**src/rtl/mm_score_sequencer.sv**
```systemverilog
// mm_score_sequencer: multi-cycle Mastermind scorer (4-cycle exact pass, 16-cycle colour pass)
// with round counting and sticky win/lose.
module mm_score_sequencer #(
    parameter int COLOR_W    = 3,
    parameter int MAX_ROUNDS = 10
) (
    input  logic                 clk,
    input  logic                 reset,
    input  logic                 new_game,
    input  logic                 start,
    input  logic [4*COLOR_W-1:0] code_flat,
    input  logic [4*COLOR_W-1:0] guess_flat,
    output logic                 busy,
    output logic                 done,
    output logic [2:0]           black,
    output logic [2:0]           white,
    output logic [3:0]           round,
    output logic                 win,
    output logic                 lose,
    output logic                 game_over
);
    typedef enum logic [2:0] {IDLE, EXACT, PARTIAL, FINISH, OVER} state_t;
    state_t               r_state;
    logic [4*COLOR_W-1:0] r_code, r_guess;
    logic [3:0]           r_code_used, r_guess_used;
    logic [1:0]           r_i, r_j;
    logic [2:0]           r_black, r_white;
    logic [3:0]           r_round;
    logic                 r_win, r_lose;
    logic [COLOR_W-1:0]   w_code_i, w_code_j, w_guess_i;
    logic                 w_partial_hit;
    assign w_code_i      = r_code[r_i*COLOR_W +: COLOR_W];
    assign w_code_j      = r_code[r_j*COLOR_W +: COLOR_W];
    assign w_guess_i     = r_guess[r_i*COLOR_W +: COLOR_W];
    assign w_partial_hit = !r_guess_used[r_i] && !r_code_used[r_j] && (w_guess_i == w_code_j);
    always_ff @(posedge clk or posedge reset) begin
        if (reset) begin
            r_state      <= IDLE;
            r_code       <= '0;
            r_guess      <= '0;
            r_code_used  <= '0;
            r_guess_used <= '0;
            r_i          <= '0;
            r_j          <= '0;
            r_black      <= '0;
            r_white      <= '0;
            r_round      <= '0;
            r_win        <= 1'b0;
            r_lose       <= 1'b0;
        end else if (new_game) begin
            r_state      <= IDLE;
            r_code_used  <= '0;
            r_guess_used <= '0;
            r_black      <= '0;
            r_white      <= '0;
            r_round      <= '0;
            r_win        <= 1'b0;
            r_lose       <= 1'b0;
        end else begin
            case (r_state)
                IDLE: if (start) begin
                    r_code       <= code_flat;
                    r_guess      <= guess_flat;
                    r_code_used  <= '0;
                    r_guess_used <= '0;
                    r_black      <= '0;
                    r_white      <= '0;
                    r_i          <= '0;
                    r_state      <= EXACT;
                end
                EXACT: begin
                    if (w_code_i == w_guess_i) begin
                        r_black             <= r_black + 3'd1;
                        r_code_used[r_i]    <= 1'b1;
                        r_guess_used[r_i]   <= 1'b1;
                    end
                    r_i <= r_i + 2'd1;
                    if (r_i == 2'd3) begin
                        r_j     <= '0;
                        r_state <= PARTIAL;
                    end
                end
                PARTIAL: begin
                    // used-flags guarantee each peg is counted once, so black+white <= 4
                    if (w_partial_hit) begin
                        r_white           <= r_white + 3'd1;
                        r_guess_used[r_i] <= 1'b1;
                        r_code_used[r_j]  <= 1'b1;
                    end
                    r_j <= r_j + 2'd1;
                    if (r_j == 2'd3) begin
                        r_i <= r_i + 2'd1;
                        if (r_i == 2'd3) r_state <= FINISH;
                    end
                end
                FINISH: begin
                    r_round <= r_round + 4'd1;
                    if (r_black == 3'd4) begin
                        r_win   <= 1'b1;
                        r_state <= OVER;
                    end else if (r_round + 4'd1 == 4'(MAX_ROUNDS)) begin
                        r_lose  <= 1'b1;
                        r_state <= OVER;
                    end else begin
                        r_state <= IDLE;
                    end
                end
                OVER: r_state <= OVER;
                default: r_state <= IDLE;
            endcase
        end
    end
    assign busy      = (r_state == EXACT) || (r_state == PARTIAL) || (r_state == FINISH);
    assign done      = (r_state == FINISH);
    assign black     = r_black;
    assign white     = r_white;
    assign round     = r_round;
    assign win       = r_win;
    assign lose      = r_lose;
    assign game_over = r_win || r_lose;
endmodule

```
**config.mk**
```make
export PLATFORM = sky130hd
export DESIGN_NAME = mm_score_sequencer
export DESIGN_NICKNAME = d
export VERILOG_FILES = /design/src/rtl/mm_score_sequencer.sv
export SDC_FILE = /design/constraint.sdc
export NUM_CORES = 1
export LEC_CHECK = 0
export BUFFER_PORTS_ARGS = -buffer_cell sky130_fd_sc_hd__buf_2
export CAP_MARGIN = 20
export CORE_MARGIN = 2
export CORE_UTILIZATION = 39
export DETAILED_ROUTE_END_ITERATION = 7
export GPL_ROUTABILITY_DRIVEN = 0
export HOLD_SLACK_MARGIN = 0.15
export SYNTH_ARGS = -nofsm -noshare
export SYNTH_HDL_FRONTEND = slang
export SYNTH_SLANG_ARGS = --single-unit
```
**constraint.sdc**
```tcl
create_clock -name clk -period 2.5 [get_ports clk]
set_input_delay 0.25 -clock clk [delete_from_list [all_inputs] [get_ports clk]]
set_output_delay 0.25 -clock clk [all_outputs]
set_load 0.01 [all_outputs]
```
==> impl_metrics.toml, run 1 <==
[timing]
hold_ws_ns = 0.165
max_freq_mhz = 431
max_slew.worst_pin.slew_ns = 0.617
min_period_ns = 2.32
fin_ws_ns = 0.180
setup_tns_ns = 0
fin_crit_sh = 0.928
slew_viol_final = 0
skew_ns = 0.00572
relSlewSlack = 0.586
finalSetupViolations = 0
rsz0062_at_grt = "false"
report.final.hold_viol_count = 0

[hold_path]
hold_class = "primary input to flop"

[floorplanning]
core_um2 = 6910
die_w_um = 89.0
fp.dieH_um = 89.0
dieArea_um2 = 7930
io-pin-count = 43
start_util = 0.408
rows = 30

[setup_path]
cp.arrival_ns = 2.57
start_kind = "flop"
critPathCapture = "r_guess_used[3]"
rr_startpoint = "r_j[0]"
rr_endpoint = "r_guess_used[3]"
r2r_cells = 6
worstSetupEndpointType = "flop"
critPathKind = "flop to flop"
regToRegSetupSlack_ns = 0.18
crit_required_ns = 2.75
startpoint = "r_j[0]"
cp_max_fo = 7

[global_route]
grt-ovfl-total = 0
grt_pass1_wl_mm = 9.23
grt_max_degree = 52
antenna_found_initial = 0
grt_util_met1 = 0.212
grt.busiest_layer = "met2"
grtUsageTotal = 0.152
grt_use_met3 = 0.0314
grt_pass1_vias = 1920
use_met2 = 0.237

[detailed_routing]
wl_per_cell_um = 14.5
drt-total-wl_mm = 5.41
drt_pass1_iterations = 4
drc = 0
final_antenna_net_count = 0
num_vias = 1931
via_per_inst = 5.19
drt_iter0_markers = 58

[yosys]
synth-compound-area-share = 0.101
syn_nets = 267
muxShareOfSynthArea = 0.205
synthArstFlopShare = 1.00
synthSimpleGateAreaFrac = 0.0870
synth-adder-area-share = 0.0577
ys_seq_elements = 51
synth_area_um2 = 2820
yosys_warnings = 0
seq_area_frac_synth = 0.453
synth_edf_count = 0
ys.flop_type = "dfrtp_1"
synth_cells = 226
syn_area_per_cell_um2 = 12.5
synth_cell_types = 46
synth_xor_area_frac = 0.0453
synth_top_family_by_area = "multiplexers"

[cells_and_area]
syn2layout_area_growth_pct = 16.3
drive_gt1_frac = 0.377
diodes = 0
final_cell_mix = "dfrtp_1, buf_2, mux2_2"
n_fill_cell = 655
fin_util = 0.475
nets = 316
layout_commonest_cell = "dfrtp_1"

[clock_network]
cts-root-buf = "clkbuf_8"
cts_inserted_buffers = 5
clk_pin_slew_ns = 0.09
cts_tree = "done"
clock_latency_ns = 0.31
cts_sinks = 51
clk_path_buf_depth = 2
h-tree-depth = 2

[job]
drv_cap = 0

[power_and_ir_drop]
max-vdd-ir-drop_v = 0.000389
leakagePower_nw = 1.48
p_per_area_nw_per_um2 = 685

[place]
pre_cts_slack_ns = 0.0972
numPortBuffers = 42
dpl.hpwl_mm = 3.97

[outcome]
status = "complete, no violations"
## cells by family (layout without fill, tap and decap cells)
kind of cell,Yosys count,after routing
DFF,51,51
and+or+nand+nor,46,46
muxes,39,39
AOI/OAI and AO/OA,37,37
buffers and inverters,28,78
adders and majority gates,13,13
xor gates and xnor gates,12,12
## power breakdown
part | switching [mW] | internal, mW | leakage (nW)
clock network | 0.285 | 0.195 | 0.0402
registers | 0.123 | 0.943 | 0.651
logic | 0.309 | 0.392 | 0.789
total | 0.717 | 1.53 | 1.48
## state kept, by name, summed over array words and instances, names as in the netlist, 2 cells and up
register and flops:
r_i 2, r_j 2, white 3, r_guess_used 4, round 4, black 3, r_code 12, r_guess 12
r_code_used 4, r_state 3
## worst max-delay path: stages, from the launching register on
cell and delay [ns]:
dfrtp_1 0.56, mux4_1 0.66, xnor2_2 0.20, nand4_4 0.19
a2111oi_4 0.33, buf_4 0.20, a22o_1 0.13
## per-stage QoR
stage / std cells / power [mW] / instance area [um^2]
after CTS: 370 / 2.28 / 3260
after global routing: 372 / 2.40 / 3280
after detailed placement: 361 / 1.79 / 3160
after global placement: 361 / 1.77 / 3160
final: 372 / 2.25 / 3280
after floorplan: 226 / 1.63 / 2820
## routing by layer
metal	routed length (um)	share of wire	up-vias
met5	0	0	-
met4	71	0.013	0
met1	2530	0.47	956
met3	270	0.050	8
li1	-	-	916
met2	2540	0.47	51
## how the worst min path moves through the flow
stage | startpoint | end | cells past startpoint
detailed placement | reset | r_guess[11] | 3
finish | code_flat[3] | r_code[3] | 2
CTS | guess_flat[9] | r_guess[9] | 2
global placement | reset | r_guess[11] | 3
global route | code_flat[9] | r_code[9] | 2
floorplan | code_flat[2] | r_code[2] | 1
## Yosys cell counts, drive strengths merged, types with 2 or more instances
| cell type | count | area, um^2 |
|---|---|---|
| dfrtp | 51 | 1280 |
| mux2 | 28 | 315 |
| inv | 16 | 60.1 |
| nor2 | 16 | 62.6 |
| ha | 13 | 163 |
| mux4 | 11 | 263 |
| xnor2 | 9 | 101 |
| a22o | 8 | 70.1 |
| nand3 | 8 | 40.0 |
| buf | 7 | 61.3 |
| o21ai | 7 | 35.0 |
| nand2 | 6 | 22.5 |
| a211oi | 4 | 30.0 |
| clkbuf | 4 | 15.0 |
| nor3 | 4 | 20.0 |
| a21boi | 3 | 22.5 |
| a21oi | 3 | 15.0 |
| xor2 | 3 | 26.3 |
| a31oi | 2 | 12.5 |
| nand2b | 2 | 12.5 |
| nand4 | 2 | 27.5 |
| nor4 | 2 | 12.5 |
| o211ai | 2 | 15.0 |
| or4 | 2 | 15.0 |
## cell type report
| cell class | instances | area (um^2) | share of cell area |
|---|---|---|---|
| Multi-Input combinational cell | 147 | 1410 | 0.431 |
| Clock inverter | 3 | 20.0 | 0.00610 |
| Inverter | 16 | 60.1 | 0.0183 |
| Timing Repair Buffer | 54 | 320 | 0.0976 |
| Clock buffer | 5 | 68.8 | 0.0210 |
| Sequential cell | 51 | 1280 | 0.389 |
| Tap cell | 96 | 120 | 0.0366 |
## repair_timing
action                                 CTS  global route
setup endpoints to repair                0             4
buffers inserted                         0             0
hold buffers                             1             2
endpoints found under the hold margin   51             2
gates resized for setup                  0             1
Power figures use the tool's default switching activity.
==> run 2, diff against run 1 <==
CELL_PAD_IN_SITES_DETAIL_PLACEMENT = 0   (was unset)
CELL_PAD_IN_SITES_GLOBAL_PLACEMENT = 1   (was unset)
PLACE_DENSITY_LB_ADDON = 0.1   (was unset)
==> impl_metrics.toml, run 2 (same netlist as run 1, synthesis figures left out) <==
[place]
dpl.hpwl_mm = 4.19
dp.cells = 363
numPortBuffers = 42
dpl_cell_area_um2 = 3180

[setup_path]
slowest_delay_ns = 0.66
critPathKind = "flop to flop"
rr_endpoint = "r_code_used[1]"
cp_cell_sequence = "mux4_1 > xnor2_2 > nand4_4 > a2111oi_4 > buf_4 > a22o_1"
cp.arrival_ns = 2.55
crit_required_ns = 2.74
cp_max_fo = 7
worstSetupEndpointType = "flop"
r2r_cells = 6
regToRegSetupSlack_ns = 0.19
start_kind = "flop"
rr_startpoint = "r_j[0]"
critPathSlowestCell = "mux4_1"

[detailed_routing]
wl_per_cell_um = 14.9
wl_met2_mm = 2.75
drt_iter0_markers = 47
drc = 0
num_vias = 1898
via_per_inst = 5.10
met1_length_mm = 2.48
drt-total-wl_mm = 5.54
drt_pass1_iterations = 4
dr_wl_met3_um = 272
routed.top_layer = "met4"
final_antenna_net_count = 0

[global_route]
grt_pass1_vias = 1934
antenna_found_initial = 0
grt-ovfl-total = 0
grt_max_degree = 28
grt_pass1_wl_mm = 9.51
grtUsageTotal = 0.157

[clock_network]
h-tree-depth = 2
cts_inserted_buffers = 5
clk_path_buf_depth = 2
cts-root-buf = "clkbuf_8"
clk_pin_slew_ns = 0.09
cts_sinks = 51
cts_tree = "done"
clock_latency_ns = 0.30

[job]
drv_cap = 0

[timing]
rsz0062_at_grt = "false"
finalSetupViolations = 0
fin_crit_sh = 0.924
min_period_ns = 2.31
max_freq_mhz = 433
slew_viol_final = 0
report.final.hold_viol_count = 0
setup_tns_ns = 0
relSlewSlack = 0.599
max_slew.worst_pin.slew_ns = 0.598
skew_ns = 0.00724

[power_and_ir_drop]
max-vdd-ir-drop_v = 0.000388
p_sw_mw = 0.690
seq_power_share = 0.482
power_mw = 2.23
p_per_area_nw_per_um2 = 682
clkPwrFrac = 0.202
p_sw_frac = 0.309
power_frac_comb = 0.316
intPower_mw = 1.54
leakagePower_nw = 1.48

[cells_and_area]
fin_util = 0.473
drive_gt1_frac = 0.377
nets = 316
multi_input_area_um2 = 1410
final_cell_mix = "dfrtp_1, buf_2, mux2_2"
diodes = 0
final_design_area_no_fill_um2 = 3270
n_fill_cell = 689
stdcell_count = 372
seqCellArea_um2 = 1280
layout_commonest_cell = "dfrtp_1"
syn2layout_area_growth_pct = 15.9
largestRegisters = "r_code (12), r_guess (12)"

[hold_path]
min_delay_path_depth = 2
holdPathEnd = "r_guess[3]"
worstHoldStart = "guess_flat[3]"
hold_class = "primary input to flop"

[outcome]
status = "complete, no violations"

[floorplanning]
core_um2 = 6910
fp.dieH_um = 89.0
io-pin-count = 43
start_util = 0.408
die_w_um = 89.0
rows = 30
dieArea_um2 = 7930
## run 2: changes by cell type in the layout (fill, tap and decap cells not counted), sizes merged
| cell | change |
|---|---|
| clkinvlp | -2 |
| clkbuf | +2 |
| dlygate4sd3 | -2 |
| buf | +2 |
## run 2: worst max-delay path by stage
stage	startpoint	to
3_5_place_dp	r_i[0]	black[1]
4_1_cts	r_i[0]	black[1]
5_1_grt	r_i[0]	black[1]
2_1_floorplan	r_i[0]	black[1]
6_report	r_j[0]	r_code_used[1]
3_3_place_gp	r_i[0]	black[1]
## run 2: power groups by stage
stage / Combinational [mW] / Sequential, mW / Clock, mW
after floorplan: 0.613 / 1.02 / 0
after global placement: 0.706 / 1.09 / 0
after detailed placement: 0.718 / 1.10 / 0
after CTS: 0.722 / 1.08 / 0.478
after global routing: 0.782 / 1.10 / 0.514
final: 0.705 / 1.07 / 0.451
## run 2: critical path: cells and delay by family (launching register included)
family                 cells  cell delay (ns)
flip-flops                 1             0.56
multiplexers               1             0.66
AO/OA/AOI/OAI              2             0.45
buffers and inverters      1             0.20
AND/OR/NAND/NOR            1             0.18
XOR/XNOR                   1             0.20
## run 2: area by class of cell
type / instances / share of cell area
Multi-Input combinational cell: 147 / 0.433
Clock inverter: 1 / 0.00153
Sequential cell: 51 / 0.391
Clock buffer: 7 / 0.0234
Tap cell: 96 / 0.0368
Timing Repair Buffer: 54 / 0.0965
Inverter: 16 / 0.0184
## run 2: stage by stage
stage	setup slack [ns]	hold slack [ns]
floorplan	0.352	0.402
global placement	0.120	0.353
detailed placement	0.0424	0.344
CTS	0.0221	0.166
global route	0.0652	0.163
finish	0.191	0.176
## run 2: per-layer routing
metal / track usage / vias up
li1: - / 915
met1: 0.214 / 938
met2: 0.260 / 41
met3: 0.0332 / 4
met4: 0.0366 / 0
met5: 0 / -
## run 2: timing repair
action,in CTS,in global routing
hold endpoints to repair,24,0
hold buffers,1,0
setup endpoints to repair,0,9
buffers inserted,0,0
gates resized for setup,0,1
==> run 3, diff against run 2 <==
BUFFER_PORTS_ARGS = -buffer_cell sky130_fd_sc_hd__buf_4   (was -buffer_cell sky130_fd_sc_hd__buf_2)
MAX_ROUTING_LAYER = met4   (was unset)
==> impl_metrics.toml, run 3 (same netlist as run 1, synthesis figures left out) <==
[detailed_routing]
drt_pass1_iterations = 4
drt-total-wl_mm = 5.54
via_per_inst = 5.01
final_antenna_net_count = 0
drc = 0
num_vias = 1870
wl_per_cell_um = 14.9
drt_iter0_markers = 83

[global_route]
grt_util_met1 = 0.223
grt_pass1_vias = 1901
grt.busiest_layer = "met2"
grt_max_degree = 27
grt_pass1_wl_mm = 9.47
antenna_found_initial = 0
grt_use_met3 = 0.0286
grt-ovfl-total = 0
grtUsageTotal = 0.161
use_met2 = 0.247

[clock_network]
clock_latency_ns = 0.30
cts-root-buf = "clkbuf_8"
cts_sinks = 51
h-tree-depth = 2
cts_tree = "done"
clk_pin_slew_ns = 0.09
post-cts-setup-buffers = 0
cts_inserted_buffers = 5
clk_path_buf_depth = 2

[cells_and_area]
syn2layout_area_growth_pct = 20.7
diodes = 0
layout_commonest_cell = "buf_4"
final_cell_mix = "buf_4, dfrtp_1, mux2_2"
nets = 317
drive_gt1_frac = 0.386
stdcell_count = 373
multi_input_area_um2 = 1410
seqCellArea_um2 = 1280
n_fill_cell = 661
largestRegisters = "r_code (12), r_guess (12)"

[floorplanning]
core_um2 = 6910
dieArea_um2 = 7930
die_w_um = 89.0
io-pin-count = 43
start_util = 0.408
rows = 30
fp.dieH_um = 89.0

[setup_path]
cp_top_family = "multiplexers"
r2r_cells = 5
cp.arrival_ns = 2.53
critPathCapture = "black[1]"
crit_buf_inv = 0
worstSetupEndpointType = "flop"
path_depth = 5
start_kind = "flop"
cp_max_fo = 10
crit_required_ns = 2.70
cp_cell_sequence = "mux4_2 > xnor2_1 > nand3_1 > o31a_1 > mux2_1"
rr_endpoint = "black[1]"
rr_startpoint = "r_i[0]"
critPathKind = "flop to flop"
slowest_delay_ns = 0.60
critPathSlowestCell = "mux4_2"
regToRegSetupSlack_ns = 0.17
startpoint = "r_i[0]"

[timing]
finalSetupViolations = 0
hold_ws_ns = 0.170
fin_crit_sh = 0.932
min_period_ns = 2.33
max_freq_mhz = 429
relSlewSlack = 0.672
skew_ns = 0.00317
report.final.hold_viol_count = 0
setup_tns_ns = 0
rsz0062_at_grt = "false"
max_slew.worst_pin.slew_ns = 0.488
fin_ws_ns = 0.169
slew_viol_final = 0

[power_and_ir_drop]
max-vdd-ir-drop_v = 0.000291
leakagePower_nw = 1.52
intPower_mw = 1.68
p_sw_mw = 0.711
p_per_area_nw_per_um2 = 702
power_frac_comb = 0.298
clkPwrFrac = 0.252
p_sw_frac = 0.298
seq_power_share = 0.451

[job]
drv_cap = 0

[hold_path]
hold_class = "primary input to flop"
min_delay_path_depth = 2

[place]
dp.cells = 364
numPortBuffers = 42
pre_cts_slack_ns = -0.0447
dpl.hpwl_mm = 4.19

[outcome]
status = "complete, no violations"
[run 3: routing by layer]
metal  part of all wire  wire length (um)
met1               0.48              2640
met2               0.47              2620
met3              0.039               215
met4              0.013                72
met5                  0                 0
[run 3: cell type report]
type                    instances  area share
repair buffers                 55       0.122
well taps                      96      0.0353
clock buffers                   6      0.0243
multi-input cells             147       0.415
flip-flops and latches         51       0.375
inverters                      16      0.0176
clock inverters                 2      0.0103
[run 3: metrics by stage]
stage | util | total power, mW | area, um^2
after detailed placement | 0.474 | 1.82 | 3280
after global placement | 0.474 | 1.81 | 3280
after CTS | 0.493 | 2.42 | 3400
after global routing | 0.493 | 2.53 | 3400
final | 0.493 | 2.39 | 3400
after floorplan | - | 1.63 | 2820
[run 3: worst min path at each step]
stage,startpoint,to
2_1_floorplan,code_flat[2],r_code[2]
5_1_grt,guess_flat[5],r_guess[5]
6_report,guess_flat[3],r_guess[3]
3_3_place_gp,reset,r_guess[2]
4_1_cts,guess_flat[3],r_guess[3]
3_5_place_dp,reset,r_guess[11]
[run 3: what timing repair did]
action / 4_1_cts / 5_1_grt
endpoints found under the hold margin: 25 / 0
setup endpoints to repair: 2 / 0
hold buffers: 1 / 0
resized for setup: 1 / 0
[run 3: worst reg2reg max path: stages (launching register included)]
cell and delay [ns]:
dfrtp_2 0.56, mux4_2 0.61, xnor2_1 0.26, nand3_1 0.15, o31a_1 0.34, mux2_1 0.31
[run 3: power by group through the flow]
| stage | logic, mW | clock network [mW] | registers [mW] |
|---|---|---|---|
| 3_5_place_dp | 0.722 | 0 | 1.10 |
| 3_3_place_gp | 0.711 | 0 | 1.10 |
| 4_1_cts | 0.724 | 0.616 | 1.08 |
| 6_report | 0.711 | 0.601 | 1.08 |
| 2_1_floorplan | 0.613 | 0 | 1.02 |
| 5_1_grt | 0.776 | 0.653 | 1.10 |
